<file path="config.mk">
export PLATFORM = sky130hd
export DESIGN_NAME = arb_out_fifo
export DESIGN_NICKNAME = d
export VERILOG_FILES = /design/src/rtl/arb_pkg.sv /design/src/rtl/arb_fifo_mem.sv /design/src/rtl/arb_out_fifo.sv
export SDC_FILE = /design/constraint.sdc
export NUM_CORES = 1
export LEC_CHECK = 0
export CAP_MARGIN = 10
export CORE_ASPECT_RATIO = 0.5
export CORE_UTILIZATION = 40
export CTS_CLUSTER_DIAMETER = 40
export CTS_CLUSTER_SIZE = 16
export DETAILED_ROUTE_END_ITERATION = 10
export PLACE_DENSITY = 0.72
export SYNTH_ARGS = -nofsm -noshare
export SYNTH_HDL_FRONTEND = slang
export SYNTH_SLANG_ARGS = --single-unit
</file>
<file path="constraint.sdc">
create_clock -name clk -period 4 [get_ports clk]
set_clock_uncertainty 0.05 [all_clocks]
set_input_delay 0.6 -clock clk [delete_from_list [all_inputs] [get_ports clk]]
set_output_delay 0.6 -clock clk [all_outputs]
set_load 0.05 [all_outputs]
</file>
<file path="src/rtl/arb_pkg.sv">
// Shared arbiter definitions: port count, source index width and
// one-hot helpers used by the arbiter, its output FIFO and their benches.
package arb_pkg;

  localparam int NPORT_DEF = 5;
  localparam int SRC_W     = 3;

  // True when exactly one bit of v is set
  function automatic logic is_onehot(input logic [NPORT_DEF-1:0] v);
    return (v != '0) && ((v & (v - 1'b1)) == '0);
  endfunction

  // Index of the set bit; only meaningful for a one-hot v
  function automatic logic [SRC_W-1:0] onehot_idx(
    input logic [NPORT_DEF-1:0] v
  );
    logic [SRC_W-1:0] r;
    r = '0;
    for (int i = 0; i < NPORT_DEF; i++) begin
      if (v[i]) r = SRC_W'(i);
    end
    return r;
  endfunction

endpackage

</file>
<file path="src/rtl/arb_fifo_mem.sv">
// FIFO storage: register array, one synchronous write port and one
// asynchronous read port. Contents are not reset.
module arb_fifo_mem #(
  parameter int DEPTH = 8,
  parameter int W     = 35,
  parameter int AW    = $clog2(DEPTH)
) (
  input  logic          clk,
  input  logic          we,
  input  logic [AW-1:0] waddr,
  input  logic [W-1:0]  wdata,
  input  logic [AW-1:0] raddr,
  output logic [W-1:0]  rdata
);

  logic [W-1:0] mem [DEPTH];

  // Write the pushed entry at the write pointer
  always_ff @(posedge clk) begin
    if (we) mem[waddr] <= wdata;
  end

  assign rdata = mem[raddr];

endmodule

</file>
<file path="src/rtl/arb_out_fifo.sv">
// Output buffer for the 5-way arbiter: captures the winning lane and its
// source into a FIFO, drains to a valid/ready consumer, drives wfull.
module arb_out_fifo
  import arb_pkg::*;
#(
  parameter int NPORT        = 5,
  parameter int DATA_W       = 32,
  parameter int DEPTH        = 8,
  parameter int AFULL_MARGIN = 1
) (
  input  logic                      clk,
  input  logic                      rst,
  input  logic [NPORT-1:0]          arbitration,
  input  logic [NPORT*DATA_W-1:0]   in_data,
  output logic                      outfifo_wfull,
  output logic                      rd_valid,
  input  logic                      rd_ready,
  output logic [DATA_W-1:0]         rd_data,
  output logic [SRC_W-1:0]          rd_src,
  output logic [$clog2(DEPTH):0]    count,
  output logic                      err_onehot,
  output logic                      err_overflow
);

  localparam int PW = $clog2(DEPTH);
  localparam int CW = PW + 1;
  localparam int EW = SRC_W + DATA_W;

  logic [NPORT_DEF-1:0] arb_v;
  logic                 oh;
  logic                 multi;
  logic [SRC_W-1:0]     src;
  logic [DATA_W-1:0]    lane;
  logic                 wfull_seen;
  logic                 push_req;
  logic                 push;
  logic                 pop;
  logic                 full;
  logic [PW-1:0]        wr_ptr;
  logic [PW-1:0]        rd_ptr;
  logic [EW-1:0]        head;

  assign arb_v    = NPORT_DEF'(arbitration);
  assign oh       = is_onehot(arb_v);
  assign multi    = (arb_v != '0) && !oh;
  assign src      = onehot_idx(arb_v);
  assign lane     = in_data[int'(src)*DATA_W +: DATA_W];

  assign full     = (count == CW'(DEPTH));
  assign rd_valid = (count != '0);
  assign pop      = rd_valid && rd_ready;
  // A stale vector held while the arbiter is frozen is never pushed
  assign push_req = oh && !wfull_seen;
  assign push     = push_req && (!full || pop);

  assign outfifo_wfull = (count >= CW'(DEPTH - AFULL_MARGIN));

  assign rd_src  = head[EW-1 -: SRC_W];
  assign rd_data = head[DATA_W-1:0];

  // Pointers and occupancy; count kept separately so full/empty is exact
  always_ff @(posedge clk or posedge rst) begin
    if (rst) begin
      wr_ptr <= '0;
      rd_ptr <= '0;
      count  <= '0;
    end else begin
      if (push) wr_ptr <= wr_ptr + 1'b1;
      if (pop)  rd_ptr <= rd_ptr + 1'b1;
      if (push && !pop)      count <= count + 1'b1;
      else if (pop && !push) count <= count - 1'b1;
    end
  end

  // Delayed wfull copy matching what the arbiter acts on
  always_ff @(posedge clk or posedge rst) begin
    if (rst) wfull_seen <= 1'b0;
    else     wfull_seen <= outfifo_wfull;
  end

  // Sticky protocol error flags
  always_ff @(posedge clk or posedge rst) begin
    if (rst) begin
      err_onehot   <= 1'b0;
      err_overflow <= 1'b0;
    end else begin
      if (multi)                    err_onehot   <= 1'b1;
      if (push_req && full && !pop) err_overflow <= 1'b1;
    end
  end

  arb_fifo_mem #(
    .DEPTH (DEPTH),
    .W     (EW)
  ) u_mem (
    .clk   (clk),
    .we    (push),
    .waddr (wr_ptr),
    .wdata ({src, lane}),
    .raddr (rd_ptr),
    .rdata (head)
  );

endmodule

</file>
# After elaboration in Yosys (flattened, before gate mapping)
# Memory sizes are Yosys's and may differ from the RTL's.
# Index checks and enable logic that the tools add are counted.
classes:
  shift: 1
  addsub: 5
  order_cmp: 1
  eq_ne: 1
  mux: 8
  n_reduce_logical: 19
  bitwise_logic: 1
ops:
  columns: ["op", "count"]
  rows:
  - ["indexed part select 160 x 9 -> 32 bit", 1]
  - ["logical AND 1 bit", 9]
  - ["2-to-1 mux 3 bit", 3]
  - ["2-to-1 mux 4 bit", 2]
  - ["adder 3 x 1 -> 3 bit (second input constant)", 2]
  - ["bitwise AND 5 bit", 1]
  - ["zero test 1 bit", 5]
  - ["zero test 5 bit", 1]
  - ["nonzero test 5 bit", 1]
  - ["subtractor 5 x 1 -> 5 bit (second input constant)", 1]
  - ["adder 4 x 1 -> 4 bit (second input constant)", 1]
  - ["== test 4 bit (second input constant)", 1]
  - [">= comparator 4 x 3 -> 1 bit (second input constant)", 1]
  - ["nonzero test 4 bit", 1]
  - ["subtractor 4 x 1 -> 4 bit (second input constant)", 1]
  - ["2-to-1 mux 1 bit", 3]
  - ["nonzero test 2 bit", 1]
  - ["logical OR 1 bit", 1]
totals:
  inputBits: 168
  out_inout_bits: 43
  mem_count: 1
  wordCells: 43
  ramBits: 280
  register_bits: 13
mem_list:
  columns: ["name", "words", "width", "read_ports", "rd_ports_with_merged_regs", "write_ports", "line_no", "source"]
  rows:
  - ["u_mem.mem", 8, 35, 1, 0, 1, "arb_fifo_mem.sv:16", "logic [W-1:0] mem [DEPTH];"]

# Logic depth before layout (Yosys ltp)
depth:
  ltp_word: 10
  mapped_depth: 14
  mapped_depth_nobuf: 13

# Modules after synthesis
# A second synthesis with hierarchy kept.
unflattened:
  hier_cells: 705
  hier_area_um2: 12882.4
modules_own_cells:
  columns: ["mod", "area_each_um2", "instances", "cells_per_inst", "seq_area_each_um2"]
  rows:
  - ["arb_fifo_mem", 10835.4, 1, 418, 8408.1]
  - ["arb_out_fifo", 2047.0, 1, 287, 325.3]

# Worst setup path after synthesis
# Ideal clock, no wire load.
synth_path:
  kind: "input to register"
  startpoint: "input port arbitration[4]"
  endpoint: "memory u_mem.mem[0][0], enable pin"
  setup_time_ps: 471
  required_time_ps: 3479
  path_buffers: 1
  path_stages: 6
  path_slack_ps: -268
  arrival_ps: 3747
  path_cell_list: "buf_6 nor4b_2 a32oi_1 nand2_2 nand3b_1 nor3_1"
synth_via:
  elab_chain_len: 8
  word_cells_on_any_way: 9
  cone_classes: "add/sub (1); mux (2); bitwise (1); reduce/logical (5)"
synth_rtl:
  columns: ["element", "line_no", "source"]
  rows:
  - ["start: declaration", "arb_out_fifo.sv:13", "input logic [NPORT-1:0] arbitration,"]
  - ["subtractor 5 x 1 -> 5 bit", "arb_pkg.sv:10", "return (v != '0) && ((v & (v - 1'b1)) == '0);"]
  - ["bitwise AND 5 bit", "arb_pkg.sv:10", null]
  - ["zero test 5 bit", "arb_pkg.sv:10", null]
  - ["logical AND 1 bit (*)", "arb_pkg.sv:10", null]
  - ["logical AND 1 bit (*)", "arb_out_fifo.sv:53", "assign push_req = oh && !wfull_seen;"]
  - ["logical AND 1 bit (*)", "arb_out_fifo.sv:54", "assign push = push_req && (!full || pop);"]
  - ["2-to-1 mux 1 bit (*)", "arb_fifo_mem.sv:20", "if (we) mem[waddr] <= wdata;"]
  - ["2-to-1 mux 1 bit (implied by the code) (*)", "arb_fifo_mem.sv:20", null]
  - ["end: declaration", "arb_fifo_mem.sv:16", null]
# Every way passes the cells marked *; elsewhere a longest branch is shown, timed or not.

# Worst setup path in the final report
layout_path:
  startpoint: "register rd_ptr[1]"
  endpoint: "output port rd_data[20]"
layout_via:
  elab_chain_len: 1
layout_rtl:
  columns: ["element", "line_no", "source"]
  rows:
  - ["start: declaration", "arb_out_fifo.sv:40", "logic [PW-1:0] rd_ptr;"]
  - ["start signal: assignment", "arb_out_fifo.sv:69", "if (pop) rd_ptr <= rd_ptr + 1'b1;"]
  - ["memory (8 x 35 bit)", null, null]
  - ["end: declaration", "arb_out_fifo.sv:18", "output logic [DATA_W-1:0] rd_data,"]
# No other way between the ends.

==> out/summary.json <==
{
  "grt_max_degree": {"value": 46},
  "status": {"value": "complete, no violations"},
  "via_count": {"value": 7209},
  "post-route-worst-setup-slack": {"value": 0.2357, "unit": "ns"},
  "number_of_different_library_cells_in_the_post_synthesis_netlist": {"value": 44},
  "critPathMaxFanout": {"value": 30},
  "place.detailed.instances": {"value": 1322},
  "worstSkewPairLatency": {"value": 0.52, "unit": "ns"},
  "unrepaired_setup_endpoints_after_global_routing": {"value": "false"},
  "grt_pass1_vias": {"value": 7466},
  "crit_type": {"value": "flop to output pin"},
  "groute.usage.overall": {"value": 17.51, "unit": "%"},
  "worst_ep_required_time": {"value": 3.35, "unit": "ns"},
  "starting_drt_drc_count": {"value": 440},
  "worstHoldPathType": {"value": "primary input to asynchronous set/reset pin"},
  "chipWidth": {"value": 256.8, "unit": "um"},
  "clock_tree.buffer_depth": {"value": 3},
  "setup_violations": {"value": 0},
  "drtPass1Iterations": {"value": 5},
  "worst_r2r_path_depth": {"value": 12},
  "combined_area_of_the_multi_input_logic_cells": {"value": 3960, "unit": "um^2"},
  "fraction_of_synthesis_flops_using_an_asynchronous_set_or_reset_pin": {"value": 4.437, "unit": "%"},
  "numCtsBuffers": {"value": 25},
  "post_synth_main_area_contributors": {"value": "sky130_fd_sc_hd__edfxtp_1, sky130_fd_sc_hd__mux4_1, sky130_fd_sc_hd__mux2_2"},
  "maxClockFrequency": {"value": 265.7, "unit": "MHz"},
  "critical_path.startpoint_type": {"value": "flop"},
  "cellLeakagePower": {"value": 5.698, "unit": "nW"},
  "grt_antenna_before_repair": {"value": 1},
  "netlist_area": {"value": 12980, "unit": "um^2"},
  "ys_seq_elements": {"value": 293},
  "crit_path_max_incr_delay": {"value": 0.80, "unit": "ns"},
  "r2r-start": {"value": "count[0]$_DFFE_PP0P_"},
  "post-synth-top-count-cell": {"value": "sky130_fd_sc_hd__edfxtp_1"},
  "hold_ws": {"value": 0.4002, "unit": "ns"},
  "postSynth.topFlopCell": {"value": "sky130_fd_sc_hd__edfxtp_1"},
  "clock_tree_root_driver_cell": {"value": "sky130_fd_sc_hd__clkbuf_16"},
  "htree_depth": {"value": 1},
  "synth-edff-count": {"value": 280},
  "ys_top_cells_by_count": {"value": "sky130_fd_sc_hd__edfxtp_1, sky130_fd_sc_hd__mux4_1, sky130_fd_sc_hd__mux2_2"},
  "pwr_per_cell_area": {"value": 602.3, "unit": "nW/um^2"},
  "synth_net_count": {"value": 872},
  "cpLargestDelayFamily": {"value": "buffers and inverters"},
  "critPathCaptureType": {"value": "output pin"},
  "post_route_cells_drive_above_1_share": {"value": 13.73, "unit": "%"},
  "crit_path_cell_chain": {"value": "buf_4 -> mux4_1 -> mux2_2 -> clkdlybuf4s50_1"},
  "hold_buffers": {"value": 0},
  "arrival": {"value": 3.11, "unit": "ns"},
  "nFillCells": {"value": 2490},
  "post-synth-top-area-cell": {"value": "sky130_fd_sc_hd__edfxtp_1"},
  "syn_area_per_cell": {"value": 18.60, "unit": "um^2"},
  "post_synth_inst_count": {"value": 698},
  "design.core.area": {"value": 31830, "unit": "um^2"},
  "io_buffer_count": {"value": 210},
  "report.final.hold_viol_count": {"value": 0},
  "route.detailed.wl_per_inst": {"value": 21.53, "unit": "um"},
  "drc": {"value": 0},
  "clk_pin_slew_worst_paths": {"value": 0.06, "unit": "ns"},
  "gp_routability_congestion": {"value": 0.8688},
  "initial_core_util": {"value": 40.79, "unit": "%"},
  "yosysSeqAreaShare": {"value": 67.27, "unit": "%"},
  "cts_sinks": {"value": 293},
  "nNetsFinal": {"value": 1091},
  "cts.repair.resized": {"value": 0},
  "worst_slew_pin_slew": {"value": 0.9104, "unit": "ns"},
  "finish.utilization": {"value": 51.84, "unit": "%"},
  "core.rowCount": {"value": 46},
  "fin_crit_sh": {"value": 94.11, "unit": "%"},
  "drt_wl_total": {"value": 29390, "unit": "um"},
  "area_of_the_die": {"value": 33220, "unit": "um^2"},
  "layout.cells.non_filler": {"value": 1365},
  "r2r_setup_slack": {"value": 1.22, "unit": "ns"},
  "crit-reg2reg-capture": {"value": "count[3]$_DFFE_PP0P_"},
  "die_height": {"value": 129.4, "unit": "um"},
  "slew_violations": {"value": 0},
  "synth_top_cell_area_share": {"value": 64.76, "unit": "%"},
  "cp_num_buf_inv": {"value": 2},
  "timing.critical_path.slowest_stage_cell": {"value": "sky130_fd_sc_hd__dfrtp_2"},
  "max-vdd-ir-drop": {"value": 0.0005063, "unit": "V"},
  "area_growth_syn_to_layout": {"value": 27.10, "unit": "%"},
  "grt_pass1_wl": {"value": 43960, "unit": "um"},
  "dp_hpwl": {"value": 19210, "unit": "um"},
  "post_cts_buffers": {"value": 0},
  "post_drt_via_cell_ratio": {"value": 5.281},
  "final_period_minus_worst_setup_slack": {"value": 3.764, "unit": "ns"},
  "cts_tree": {"value": "done"},
  "maxcap_viol_count": {"value": 0},
  "maxSlewHeadroom": {"value": 38.66, "unit": "%"},
  "grt_overflow_total": {"value": 0},
  "floorplan.io_pins": {"value": 211},
  "yosys_warn_count": {"value": 0},
  "fin_tns_setup": {"value": 0, "unit": "ns"},
  "register_area": {"value": 8740, "unit": "um^2"},
  "antenna_violating_nets_post_route": {"value": 0},
  "dpl_worst_slack": {"value": 0.6063, "unit": "ns"}
}
-- layout by cell type, fill, tap and decap left out, types with 3 or more instances in the layout --
master                            count
sky130_fd_sc_hd__a22oi_1              6
sky130_fd_sc_hd__mux2_2              42
sky130_fd_sc_hd__o21ai_1             14
sky130_fd_sc_hd__nand2b_1             3
sky130_fd_sc_hd__clkbuf_1             5
sky130_fd_sc_hd__inv_1               24
sky130_fd_sc_hd__a21boi_1            19
sky130_fd_sc_hd__clkbuf_16           25
sky130_fd_sc_hd__edfxtp_1           280
sky130_fd_sc_hd__nor2_1               6
sky130_fd_sc_hd__xnor2_1              7
sky130_fd_sc_hd__and3_1              21
sky130_fd_sc_hd__ha_1                 5
sky130_fd_sc_hd__nor3b_1              4
sky130_fd_sc_hd__nor2_4               6
sky130_fd_sc_hd__dfrtp_1             10
sky130_fd_sc_hd__o21ai_0             25
sky130_fd_sc_hd__buf_12               8
sky130_fd_sc_hd__a211oi_1            21
sky130_fd_sc_hd__nand2_1             15
sky130_fd_sc_hd__nand3_1              3
sky130_fd_sc_hd__clkdlybuf4s50_1    208
sky130_fd_sc_hd__a21oi_1              8
sky130_fd_sc_hd__clkinv_2             4
sky130_fd_sc_hd__mux2i_1             33
sky130_fd_sc_hd__buf_4               18
sky130_fd_sc_hd__mux4_1              70
-- layer usage --
layer	share of wire, %	GRT usage, %	vias up
met2	52	31.53	137
met4	2.2	4.167	0
met5	0	0	-
met1	42	22.54	3710
li1	-	-	3317
met3	3.7	2.680	45
-- area by class of cell --
| class | instances | area share [%] |
|---|---|---|
| Clock inverter | 12 | 0.8038 |
| Multi-Input combinational cell | 336 | 24.00 |
| Clock buffer | 30 | 3.905 |
| Tap cell | 432 | 3.276 |
| Sequential cell | 293 | 52.96 |
| Antenna cell | 1 | 0.01517 |
| Inverter | 25 | 0.5687 |
| Timing Repair Buffer | 236 | 14.47 |
-- flip-flops by register name, summed over array words and instances, names as in the netlist --
name	count
rd_ptr	3
wr_ptr	3
u_mem.mem	280
wfull_seen	1
count	4
err_overflow	1
err_onehot	1
-- worst max path at each step --
| stage | cells past startpoint | from | to | slack [ns] |
|---|---|---|---|---|
| after detailed placement | 14 | arbitration[3] | count[3]$_DFFE_PP0P_ | 0.61 |
| final | 4 | rd_ptr[1]$_DFFE_PP0P_ | rd_data[20] | 0.24 |
| after CTS | 4 | rd_ptr[1]$_DFFE_PP0P_ | rd_data[10] | 0.16 |
| after floorplan | 6 | arbitration[4] | u_mem.mem[6][0]$_DFFE_PP_ | 0.66 |
| after global placement | 14 | arbitration[3] | count[3]$_DFFE_PP0P_ | 0.63 |
| after global routing | 4 | rd_ptr[1]$_DFFE_PP0P_ | rd_data[21] | 0.07 |
-- stage by stage --
| step | power (W) | instance area, um^2 |
|---|---|---|
| 3_3_place_gp | 0.007681 | 15720 |
| 3_5_place_dp | 0.007714 | 15720 |
| 2_1_floorplan | 0.006482 | 12990 |
| 4_1_cts | 0.01004 | 16500 |
| 6_report | 0.009939 | 16500 |
| 5_1_grt | 0.01030 | 16500 |
-- worst register-to-register path, stage by stage (launching register included) --
cell and delay [ns]:
sky130_fd_sc_hd__dfrtp_1 0.46, sky130_fd_sc_hd__nor3_1 0.31, sky130_fd_sc_hd__nand3b_1 0.29, sky130_fd_sc_hd__nand2_2 0.18
sky130_fd_sc_hd__inv_1 0.06, sky130_fd_sc_hd__ha_1 0.22, sky130_fd_sc_hd__inv_1 0.12, sky130_fd_sc_hd__ha_1 0.24
sky130_fd_sc_hd__a21o_1 0.17, sky130_fd_sc_hd__a21oi_1 0.20, sky130_fd_sc_hd__xnor2_1 0.15, sky130_fd_sc_hd__nor2_1 0.07
sky130_fd_sc_hd__xor2_1 0.14
-- power by group --
| group | internal (W) | leakage, nW | switching, W |
|---|---|---|---|
| Sequential | 0.00355 | 2.67 | 0.000246 |
| Combinational | 0.00170 | 2.66 | 0.00212 |
| Clock | 0.00129 | 0.375 | 0.00104 |
-- kinds of logic after synthesis --
logic type                 share of synthesized area [%]
adders and majority gates                         0.6361
buffers and inverters                              2.766
xor gates and xnor gates                          0.6072
muxes                                              20.47
and+or+nand+nor                                    3.171
AOI/OAI and AO/OA                                  5.079
DFF                                                67.27
Power figures use the tool's default switching activity.
